`config.mk`:
```
export PLATFORM = sky130hd
export DESIGN_NAME = mips_multicycle_ctrl
export DESIGN_NICKNAME = d
export VERILOG_FILES = /design/src/rtl/mips_multicycle_ctrl.sv
export SDC_FILE = /design/constraint.sdc
export NUM_CORES = 1
export LEC_CHECK = 0
export CAP_MARGIN = 20
export CORE_AREA = 2 2 39 41
export CTS_CLUSTER_SIZE = 14
export DETAILED_ROUTE_END_ITERATION = 10
export DIE_AREA = 0 0 41 43
export DONT_BUFFER_PORTS = 1
export PLACE_DENSITY = 0.75
export RECOVER_POWER = 50
export SLEW_MARGIN = 40
export SYNTH_ARGS = -nofsm -noshare
export SYNTH_HDL_FRONTEND = slang
export SYNTH_SLANG_ARGS = --single-unit
```
`constraint.sdc`:
```
create_clock -name clk -period 3.1 [get_ports clk]
set_input_delay 0.62 -clock clk [delete_from_list [all_inputs] [get_ports clk]]
set_output_delay 0.62 -clock clk [all_outputs]
set_load 0.03 [all_outputs]
```
`src/rtl/mips_multicycle_ctrl.sv`:
```
// mips_multicycle_ctrl: Moore control FSM and ALU decoder for the multicycle MIPS datapath
//   clk, reset (async, active-high); op/funct from the held IR; zero from the ALU
//   alucontrol: ALU F code; iord/alusrca/alusrcb/pcsrc/regdst/memtoreg: datapath mux selects
//   memwrite/irwrite/regwrite/pcen: write enables; illegal: one-cycle pulse when an instr is dropped
module mips_multicycle_ctrl #(
    parameter bit EN_BNE  = 1'b1,
    parameter int STATE_W = 4
) (
    input  logic       clk,
    input  logic       reset,
    input  logic [5:0] op,
    input  logic [5:0] funct,
    input  logic       zero,
    output logic [2:0] alucontrol,
    output logic       iord,
    output logic       memwrite,
    output logic       irwrite,
    output logic       regdst,
    output logic       memtoreg,
    output logic       regwrite,
    output logic       alusrca,
    output logic [1:0] alusrcb,
    output logic [1:0] pcsrc,
    output logic       pcen,
    output logic       illegal
);
    typedef enum logic [STATE_W-1:0] {
        FETCH, DECODE, MEMADR, MEMRD, MEMWB, MEMWR,
        EXEC, ALUWB, BRANCH, ADDIEX, ADDIWB, JUMP
    } state_t;
    localparam logic [5:0] OP_R = 6'b000000, OP_LW = 6'b100011, OP_SW = 6'b101011,
                           OP_BEQ = 6'b000100, OP_BNE = 6'b000101,
                           OP_ADDI = 6'b001000, OP_J = 6'b000010;
    logic [STATE_W-1:0] state, nxt;
    logic [1:0] aluop;
    logic pcwrite, branch, bne_br, functok, bne_ok;
    assign bne_ok = EN_BNE && op == OP_BNE;
    assign functok = funct inside {6'b100000, 6'b100010, 6'b100100, 6'b100101, 6'b101010};
    always_comb begin
        nxt = FETCH;
        case (state)
            FETCH:  nxt = DECODE;
            DECODE: nxt = (op == OP_LW || op == OP_SW) ? MEMADR :
                          op == OP_R ? EXEC :
                          (op == OP_BEQ || bne_ok) ? BRANCH :
                          op == OP_ADDI ? ADDIEX :
                          op == OP_J ? JUMP : FETCH;
            MEMADR: nxt = op == OP_LW ? MEMRD : MEMWR;
            MEMRD:  nxt = MEMWB;
            EXEC:   nxt = ALUWB;
            ADDIEX: nxt = ADDIWB;
            default: nxt = FETCH;
        endcase
    end
    always_ff @(posedge clk or posedge reset)
        if (reset) state <= FETCH;
        else state <= nxt;
    always_comb begin
        iord = 1'b0;
        memwrite = 1'b0;
        irwrite = 1'b0;
        regdst = 1'b0;
        memtoreg = 1'b0;
        regwrite = 1'b0;
        alusrca = 1'b0;
        alusrcb = 2'b00;
        pcsrc = 2'b00;
        aluop = 2'b00;
        pcwrite = 1'b0;
        branch = 1'b0;
        bne_br = 1'b0;
        illegal = 1'b0;
        case (state)
            FETCH: begin
                alusrcb = 2'b01;
                irwrite = 1'b1;
                pcwrite = 1'b1;
            end
            DECODE: begin
                alusrcb = 2'b11;
                illegal = nxt == FETCH;
            end
            MEMADR, ADDIEX: begin
                alusrca = 1'b1;
                alusrcb = 2'b10;
            end
            MEMRD: iord = 1'b1;
            MEMWB: begin
                memtoreg = 1'b1;
                regwrite = 1'b1;
            end
            MEMWR: begin
                iord = 1'b1;
                memwrite = 1'b1;
            end
            EXEC: begin
                alusrca = 1'b1;
                aluop = 2'b10;
                illegal = !functok;
            end
            ALUWB: begin
                regdst = 1'b1;
                regwrite = functok;
            end
            BRANCH: begin
                alusrca = 1'b1;
                aluop = 2'b01;
                pcsrc = 2'b01;
                branch = op == OP_BEQ;
                bne_br = bne_ok;
            end
            ADDIWB: regwrite = 1'b1;
            JUMP: begin
                pcsrc = 2'b10;
                pcwrite = 1'b1;
            end
            default: ;
        endcase
        // reset kills every enable at once, even though state already reads FETCH
        if (reset) begin
            memwrite = 1'b0;
            irwrite = 1'b0;
            regwrite = 1'b0;
            pcwrite = 1'b0;
            branch = 1'b0;
            bne_br = 1'b0;
            illegal = 1'b0;
        end
    end
    assign pcen = pcwrite | (branch & zero) | (bne_br & ~zero);
    always_comb
        alucontrol = aluop == 2'b01 ? 3'b110 :
                     aluop != 2'b10 ? 3'b010 :
                     funct == 6'b100010 ? 3'b110 :
                     funct == 6'b100100 ? 3'b000 :
                     funct == 6'b100101 ? 3'b001 :
                     funct == 6'b101010 ? 3'b111 : 3'b010;
endmodule

```
# Word-level counts from Yosys, hierarchy flattened
# Index checks and enable logic that the tools add are counted.
[totals]
input_bits = 15
mem_bits_rw = 0
regBits = 4
latchBits = 0
output_inout_bits = 16
n_memories = 0
mem_bits_ro = 0
word_cells = 76
[classes]
n_mux = 34
n_lt_le_gt_ge = 0
n_shift = 0
n_eq_ne = 24
n_div = 0
addsub = 0
bitwise_logic = 5
mul = 0
reduce_logical = 12
[ops]
columns = ["op", "n"]
rows = [
  ["6-bit == test, second input constant", 7],
  ["4-bit case mux with 6 select lines", 1],
  ["3-bit 2-to-1 mux", 7],
  ["4-bit 2-to-1 mux", 5],
  ["4-bit by 3-bit == test with 1-bit output, second input constant", 4],
  ["4-bit == test, second input constant", 4],
  ["1-bit 2-to-1 mux", 16],
  ["6-bit by 3-bit == test with 1-bit output, second input constant", 2],
  ["4-bit by 2-bit == test with 1-bit output, second input constant", 2],
  ["4-bit logical NOT", 2],
  ["2-bit case mux with 2 select lines", 2],
  ["2-bit OR reduction", 4],
  ["6-bit by 2-bit == test with 1-bit output, second input constant", 1],
  ["6-bit by 4-bit == test with 1-bit output, second input constant", 1],
  ["6-bit logical NOT", 1],
  ["2-bit case mux with 3 select lines", 1],
  ["5-bit nonzero test", 1],
  ["4-bit by 1-bit == test with 1-bit output, second input constant", 1],
  ["1-bit case mux with 2 select lines", 2],
  ["4-bit OR reduction", 1],
  ["1-bit AND", 2],
  ["2-bit by 1-bit == test with 1-bit output, second input constant", 1],
  ["1-bit logical OR", 2],
  ["2-bit != test, second input constant", 1],
  ["3 further kinds", 4],
]

# Longest topological paths before layout
# Gate-level depths: netlist (run 1).
[depth]
word_depth = 10
depth_mapped = 6
mapped_depth_nobuf = 5

# Worst setup path before layout (run 1)
# No wires, ideal clock.
[synth_timing]
path_kind = "input-to-output"
start = "input op[0]"
end = "output illegal"
required_ps = 2480
setup_slack_ps = 285
stages = 5
path_buffers = 1
arrival_ps = 2195
path_cell_list = "buf_4 > nor4_2 > nor2_1 > o221a_2 > o31ai_1"
[synth_via]
elab_chain_cells = 10
word_cells_on_any_way = 19
classes_between = "eq/ne (6); mux (9); reduce/logical (4)"
[synth_rtl]
columns = ["item", "line_no", "text"]
rows = [
  ["start: declaration", "11", "input logic [5:0] op,"],
  ["6-bit by 2-bit == test with 1-bit output", "47", "op == OP_J ? JUMP : FETCH;"],
  ["4-bit 2-to-1 mux", "47", ""],
  ["4-bit 2-to-1 mux", "46", "op == OP_ADDI ? ADDIEX :"],
  ["4-bit 2-to-1 mux", "45", "(op == OP_BEQ || bne_ok) ? BRANCH :"],
  ["4-bit 2-to-1 mux", "44", "op == OP_R ? EXEC :"],
  ["4-bit 2-to-1 mux *", "43", "DECODE: nxt = (op == OP_LW || op == OP_SW) ? MEMADR :"],
  ["4-bit case mux with 6 select lines *", "41", "case (state)"],
  ["net nxt[3]", "34", "logic [STATE_W-1:0] state, nxt;"],
  ["4-bit logical NOT *", "81", "illegal = nxt == FETCH;"],
  ["1-bit case mux with 2 select lines *", "73", "case (state)"],
  ["1-bit 2-to-1 mux *", "120", "if (reset) begin"],
  ["end: declaration", "25", "output logic illegal"],
]
# The timed path passes the listed nets; every way through them passes the cells marked *.

# Final worst setup path (run 1)
[layout_timing]
start = "register state[1]"
end = "output illegal"
[layout_via]
elab_chain_cells = 5
word_cells_on_any_way = 10
classes_between = "eq/ne (5); mux (3); reduce/logical (2)"
[layout_rtl]
columns = ["item", "line_no", "text"]
rows = [
  ["start: declaration", "34", ""],
  ["start signal: assignment", "57", "else state <= nxt;"],
  ["4-bit == test, or another cell as far along", "41", ""],
  ["4-bit case mux with 6 select lines *", "41", ""],
  ["net nxt[1]", "34", ""],
  ["4-bit logical NOT *", "81", ""],
  ["1-bit case mux with 2 select lines *", "73", ""],
  ["1-bit 2-to-1 mux *", "120", ""],
]
# Marked as above.

==> impl_metrics.env, run 1 <==
export IMPL_routedWlPerCell_um=14.45
export IMPL_core_um2=1384
export IMPL_regToRegSetupSlack_ns=1.26
export IMPL_largest_reg_flops=4
export IMPL_port_buffers=0
export IMPL_cp_top_family="simple AND/OR/NAND/NOR gates"
export IMPL_setup_tns_ns=0
export IMPL_final_layout_size_suffix_gt1_share_pct=15.96
export IMPL_io_pins=31
export IMPL_die_area_um2=1763
export IMPL_antenna_found_initial=0
export IMPL_syn_inst=89
export IMPL_place_hpwl_um=1221
export IMPL_max_freq_mhz=348.8
export IMPL_synth_cell_types=40
export IMPL_die_w_um=41
export IMPL_die_y_um=43
export IMPL_cts_tree="yes"
export IMPL_drt_initial_drc_count=13
export IMPL_worstPathArrival_ns=2.25
export IMPL_worstPathCellList="nand2b_1, or4_1, o221a_1, a21bo_4, o31ai_1, buf_4"
export IMPL_cts_buffers_inserted=3
export IMPL_syn_area_per_cell_um2=7.198
export IMPL_hp_class="in2async"
export IMPL_cp_slowest_cell="dfrtp_1"
export IMPL_routed_wl_um=1589
export IMPL_comb_power_share_pct=54.1
export IMPL_start_util_pct=46.29
export IMPL_grt_pass1_vias=643
export IMPL_fin_skew_ns=0.004598
export IMPL_via_per_inst=6.409
export IMPL_place_congestion=0.8909
export IMPL_diodes=0
export IMPL_clock_latency_ns=0.23
export IMPL_ys_seq_area_share_pct=15.63
export IMPL_intPower_mw=0.1771
export IMPL_p_switching_mw=0.1732
export IMPL_power_density_nw_per_um2=505.4
export IMPL_firstDrtPassIters=4
export IMPL_clock_power_share_pct=17.8
export IMPL_crit_path_end_kind="output port"
export IMPL_grt_overflow=0
export IMPL_p_leak_nw=0.2471
export IMPL_power_switching_share_pct=49.44
export IMPL_top_register="state"
export IMPL_slowest_delay_ns=0.53
export IMPL_required_ns=2.48
export IMPL_syn_area_um2=640.6
export IMPL_syn_num_nets=104
export IMPL_gr_usage_all_layers_pct=19.11
export IMPL_drc_errors=0
export IMPL_reg_largest_list="state (4)"
export IMPL_hold_slack_ns=0.1567
export IMPL_synth_seq_cells=4
export IMPL_setup_violations=0
export IMPL_final_util_pct=50.09
export IMPL_startpoint_type="flip-flop"
export IMPL_final_nets=111
export IMPL_drv_slew=0
export IMPL_rsz0062_at_grt="false"
export IMPL_period_minus_slack_ns=2.867
export IMPL_postCtsResizedCells=0
export IMPL_ctsHoldBuffers=0
export IMPL_finalCritPeriodShare_pct=92.48
export IMPL_clkTransAtPathRegs_ns=0.04
export IMPL_dp_cells=107
export IMPL_grt_max_degree=16
export IMPL_rows=14
export IMPL_worst_pin_slew_ns=0.6732
export IMPL_cts_htree_levels=1
export IMPL_fin_cells=110
export IMPL_path_max_fanout=15
export IMPL_hold_viol_final=0
export IMPL_cts_sinks=4
export IMPL_crit_type="reg2out"
export IMPL_yosysWarnings=0
export IMPL_ir_drop_uv=195.4
export IMPL_root_buffer="clkbuf_4"
export IMPL_area_delta_synth_final_pct=8.203
export IMPL_worst_path_buf_inv=1
export IMPL_ant_nets=0
export IMPL_postCtsSetupRepairBufs=0
export IMPL_grt_pass1_wl_um=2442
export IMPL_slew_limit_headroom_pct=55.26
export IMPL_vias=705
export IMPL_p_seq_share_pct=28.1
export IMPL_clockBufferDepth=2
export IMPL_drv_cap=0
export IMPL_status="finished clean"
==> worst register-to-register path: stages (launching register included) <==
cell	delay [ns]
dfrtp_1	0.53
nand2b_1	0.31
or4_1	0.51
o221a_1	0.26
a21bo_4	0.17
==> power groups by stage <==
stage / registers (mW) / clock network (mW) / logic (mW)
floorplan: 0.0751 / 0 / 0.184
global route: 0.103 / 0.0713 / 0.203
global placement: 0.101 / 0 / 0.195
finish: 0.0984 / 0.0623 / 0.190
detailed placement: 0.102 / 0 / 0.198
CTS: 0.101 / 0.0646 / 0.198
==> worst paths after layout <==
kind / start / end / depth (start not counted)
worst max-delay path: state[1] / illegal / 6
worst min-delay path: reset / state[0] / 1
worst max register to register: state[1] / state[1] / 4
worst min register to register: state[3] / state[0] / 1
max in group asynchronous: reset / state[3] / 1
min in group clk: op[3] / state[0] / 3
==> placed cells by master (no fill, tap or decap), types with 2 or more instances in the layout <==
master / n
nor2_1: 16
nand2_1: 6
nand2b_1: 6
nor3_1: 5
a21oi_1: 5
buf_4: 5
dfrtp_1: 4
inv_1: 3
or4_1: 3
or2_1: 3
clkbuf_4: 3
clkbuf_1: 3
nand4_1: 2
o31ai_1: 2
a2111oi_0: 2
xor2_1: 2
==> area by class of cell <==
type | instances | area, um2
fill | 151 | 690.7
sequential | 4 | 100.1
multi-input combinational | 76 | 490.5
timing repair buffer | 8 | 48.80
tap | 16 | 20.02
clock buffer | 3 | 22.52
inverter | 3 | 11.26
==> cell families (layout without fill, tap and decap cells) <==
family                    after synthesis  after routing  synth area share, %
AOI/OAI and AO/OA                      18             18                22.27
xor gates and xnor gates                3              3                4.102
buffers and inverters                   9             14                6.641
DFF                                     4              4                15.63
muxes                                   2              2                3.320
and+or+nand+nor                        53             53                48.05
==> synth_stat cells <==
| library cell | count | area [um2] |
|---|---|---|
| nand2_1 | 6 | 22.52 |
| nor4_1 | 1 | 6.260 |
| nand2b_1 | 5 | 31.28 |
| a221oi_1 | 1 | 8.760 |
| nor2_1 | 16 | 60.06 |
| buf_4 | 1 | 7.510 |
| nor3_1 | 5 | 25.02 |
| xnor2_1 | 1 | 8.760 |
| nand4b_1 | 1 | 8.760 |
| o32a_1 | 1 | 10.01 |
| a41oi_1 | 1 | 8.760 |
| or3b_4 | 1 | 11.26 |
| a2111oi_0 | 2 | 17.52 |
| nand3_1 | 1 | 5.000 |
| nor3b_1 | 1 | 7.510 |
| o221a_2 | 1 | 11.26 |
| nand2b_4 | 1 | 13.76 |
| nor4bb_1 | 1 | 10.01 |
| nor2b_1 | 1 | 6.260 |
| or3_1 | 1 | 6.260 |
| a21oi_1 | 5 | 25.02 |
| a21bo_4 | 1 | 16.27 |
| dfrtp_1 | 4 | 100.1 |
| inv_1 | 3 | 11.26 |
| nand4_1 | 2 | 12.51 |
| o221a_1 | 1 | 11.26 |
| clkbuf_1 | 1 | 3.750 |
| nor4_2 | 1 | 12.51 |
| or2_2 | 1 | 6.260 |
| buf_2 | 4 | 20.02 |
| mux2_2 | 1 | 11.26 |
| or4_1 | 3 | 22.52 |
| xor2_1 | 2 | 17.52 |
| mux2i_1 | 1 | 10.01 |
| a31oi_1 | 1 | 6.260 |
| o21ai_0 | 1 | 5.000 |
| nor4b_2 | 1 | 15.01 |
| o31ai_1 | 2 | 15.01 |
| or2_1 | 4 | 25.02 |
| o21a_1 | 1 | 7.510 |
==> layer usage <==
metal	up-vias	global-route usage, %	part of all wire, %
met4	0	2.000	0
met3	0	6.283	5.4
met1	337	22.65	41
met5	-	0	0
met2	30	32.81	54
li1	338	-	-
==> per-stage QoR <==
stage	area [um2]	power, mW	worst slack, ns
floorplan	640.6	0.2589	0.2853
global placement	689.4	0.2954	0.5645
detailed placement	689.4	0.3006	0.5399
CTS	711.9	0.3644	0.2856
global route	693.2	0.3770	0.1556
finish	693.2	0.3504	0.2331
Note: power is estimated with default switching activity, not from simulation.
==> run 2, diff against run 1 <==
--- a/config.mk
+++ b/config.mk
@@ -6,10 +6,10 @@
 export NUM_CORES = 1
 export LEC_CHECK = 0
 export CAP_MARGIN = 20
-export CORE_AREA = 2 2 39 41
+export CORE_AREA = 4 4 41 43
 export CTS_CLUSTER_SIZE = 14
 export DETAILED_ROUTE_END_ITERATION = 10
-export DIE_AREA = 0 0 41 43
+export DIE_AREA = 0 0 45 47
 export DONT_BUFFER_PORTS = 1
 export PLACE_DENSITY = 0.75
 export RECOVER_POWER = 50
==> constraint.sdc (replaced) <==
create_clock -name clk -period 3.1 [get_ports clk]
set_input_delay 0.62 -clock clk [delete_from_list [all_inputs] [get_ports clk]]
set_output_delay 0.62 -clock clk [all_outputs]
set_load 0.005 [all_outputs]
==> run 2 against run 1 <==
Against the previous run:
- sequential share of layout area grew 1.0 points
- clock skew grew 0.0035 ns
- core utilization shrank 0.38 points
- first-iteration DRC count grew 77%
- clock power grew 5.6%
- combinational power shrank 39%
- hold slack lost 0.0040 ns
- via count shrank 2.8%
- cell count shrank 7.3%
- flip-flop and latch count is the same
- critical endpoint unchanged
- largest cell class unchanged
- largest power group unchanged
- highest routed layer is now met4
==> impl_metrics.env, run 2 (synthesis results as in run 1) <==
export IMPL_gr_usage_all_layers_pct=18.92
export IMPL_startpoint_type="flip-flop"
export IMPL_start_util_pct=49.23
export IMPL_die_area_um2=2115
export IMPL_p_seq_share_pct=34.5
export IMPL_die_y_um=47
export IMPL_setup_tns_ns=0
export IMPL_dp_slack_ns=0.7050
export IMPL_max_freq_mhz=364.7
export IMPL_cts_sinks=4
export IMPL_intPower_mw=0.1593
export IMPL_p_leak_nw=0.2184
export IMPL_routedWlPerCell_um=16.82
export IMPL_drv_cap=0
export IMPL_final_layout_size_suffix_gt1_share_pct=11.49
export IMPL_worstPathCellList="nand2b_1, or4_1, o221a_1, a21bo_4, o31ai_1"
export IMPL_grt_pass1_vias=705
export IMPL_reg2reg_depth=4
export IMPL_root_buffer="clkbuf_4"
export IMPL_reg_largest_list="state (4)"
export IMPL_largest_reg_flops=4
export IMPL_startpoint="state[0]"
export IMPL_postCtsResizedCells=0
export IMPL_slowest_delay_ns=0.58
export IMPL_hp_class="in2async"
export IMPL_power_density_nw_per_um2=425.8
export IMPL_firstDrtPassIters=4
export IMPL_via_per_inst=6.716
export IMPL_port_buffers=0
export IMPL_worst_pin_slew_ns=0.4643
export IMPL_power_switching_share_pct=42.17
export IMPL_ctsHoldBuffers=0
export IMPL_period_minus_slack_ns=2.742
export IMPL_cts_htree_levels=1
export IMPL_status="finished clean"
export IMPL_crit_type="reg2out"
export IMPL_regArea_um2=100.1
export IMPL_ant_nets=0
export IMPL_clock_power_share_pct=23.9
export IMPL_io_pins=31
export IMPL_postCtsSetupRepairBufs=0
export IMPL_place_hpwl_um=1323
export IMPL_die_w_um=45
export IMPL_rows=13
export IMPL_drt_initial_drc_count=23
export IMPL_top_register="state"
export IMPL_vias=685
export IMPL_regToRegEndpoint="state[1]"
export IMPL_crit_path_end_kind="output port"
export IMPL_grt_max_degree=16
export IMPL_setup_ws_ns=0.3578
export IMPL_hold_viol_final=0
export IMPL_finalCritPeriodShare_pct=88.46
export IMPL_clock_latency_ns=0.24
export IMPL_comb_power_share_pct=41.6
export IMPL_mostFrequentLayoutCell="nor2_1"
export IMPL_multi_input_area_um2=490.5
export IMPL_grt_pass1_wl_um=2953
export IMPL_drv_slew=0
export IMPL_routed_wl_um=1716
export IMPL_final_cell_mix="16 x nor2_1, 6 x nand2_1, 6 x nand2b_1, 5 x nor3_1, 5 x a21oi_1"
export IMPL_final_nets=104
export IMPL_setup_violations=0
export IMPL_fin_skew_ns=0.008134
export IMPL_clkTransAtPathRegs_ns=0.04
export IMPL_place_congestion=0.7884
export IMPL_path_max_fanout=15
export IMPL_cp_slowest_cell="dfrtp_1"
export IMPL_antenna_found_initial=0
export IMPL_area_delta_synth_final_pct=0.9766
export IMPL_cts_tree="yes"
export IMPL_ir_drop_uv=186.2
export IMPL_drc_errors=0
export IMPL_fill_cells=149
export IMPL_diodes=0
export IMPL_clockBufferDepth=2
export IMPL_regToRegSetupSlack_ns=1.24
export IMPL_worstReg2RegStart="state[0]"
export IMPL_slew_limit_headroom_pct=68.25
export IMPL_cts_buffers_inserted=3
export IMPL_worstPathArrival_ns=2.12
export IMPL_required_ns=2.48
export IMPL_p_switching_mw=0.1161
export IMPL_grt_overflow=0
export IMPL_rsz0062_at_grt="false"
export IMPL_core_um2=1301
run 2: cell type report:
type	instances	share of cell area [%]
inverters	3	1.741
clock buffers	3	3.482
flip-flops and latches	4	15.47
multi-input cells	76	75.82
well taps	15	2.901
repair buffers	1	0.5803
run 2: worst max path at each step:
stage / endpoint
5_1_grt: illegal
2_1_floorplan: illegal
3_5_place_dp: alucontrol[2]
4_1_cts: alucontrol[2]
6_report: illegal
3_3_place_gp: alucontrol[2]
run 2: through the flow:
stage                     std cells  cell area (um2)  total power [mW]  utilization, %  hold slack (ns)
after detailed placement         99            635.6            0.2217           48.85           0.4044
after global placement           99            635.6            0.2177           48.85           0.3943
after global routing            102            646.9            0.3092           49.71           0.1471
after CTS                       102            658.1            0.2885           50.58           0.1509
after floorplan                  89            640.6            0.2026               -           0.3861
final                           102            646.9            0.2754           49.71           0.1527
run 2: critical path: cells and delay by family, from the launching register on:
kind / cells / cell delay (ns)
AO/OA/AOI/OAI: 3 / 0.52
flip-flops: 1 / 0.58
AND/OR/NAND/NOR: 2 / 0.78
run 2: routing by layer:
metal / global-route usage [%] / share of wire [%] / up-vias
li1: - / - / 327
met1: 22.43 / 37 / 324
met2: 31.92 / 54 / 32
met3: 6.130 / 7.3 / 2
met4: 7.018 / 0.82 / 0
met5: 0 / 0 / -
run 2: power groups by stage:
stage	Sequential, mW	Combinational (mW)	Clock (mW)
final	0.0949	0.115	0.0658
after global routing	0.101	0.132	0.0755
after CTS	0.0987	0.122	0.0675
after detailed placement	0.0990	0.123	0
after global placement	0.0985	0.119	0
after floorplan	0.0751	0.128	0
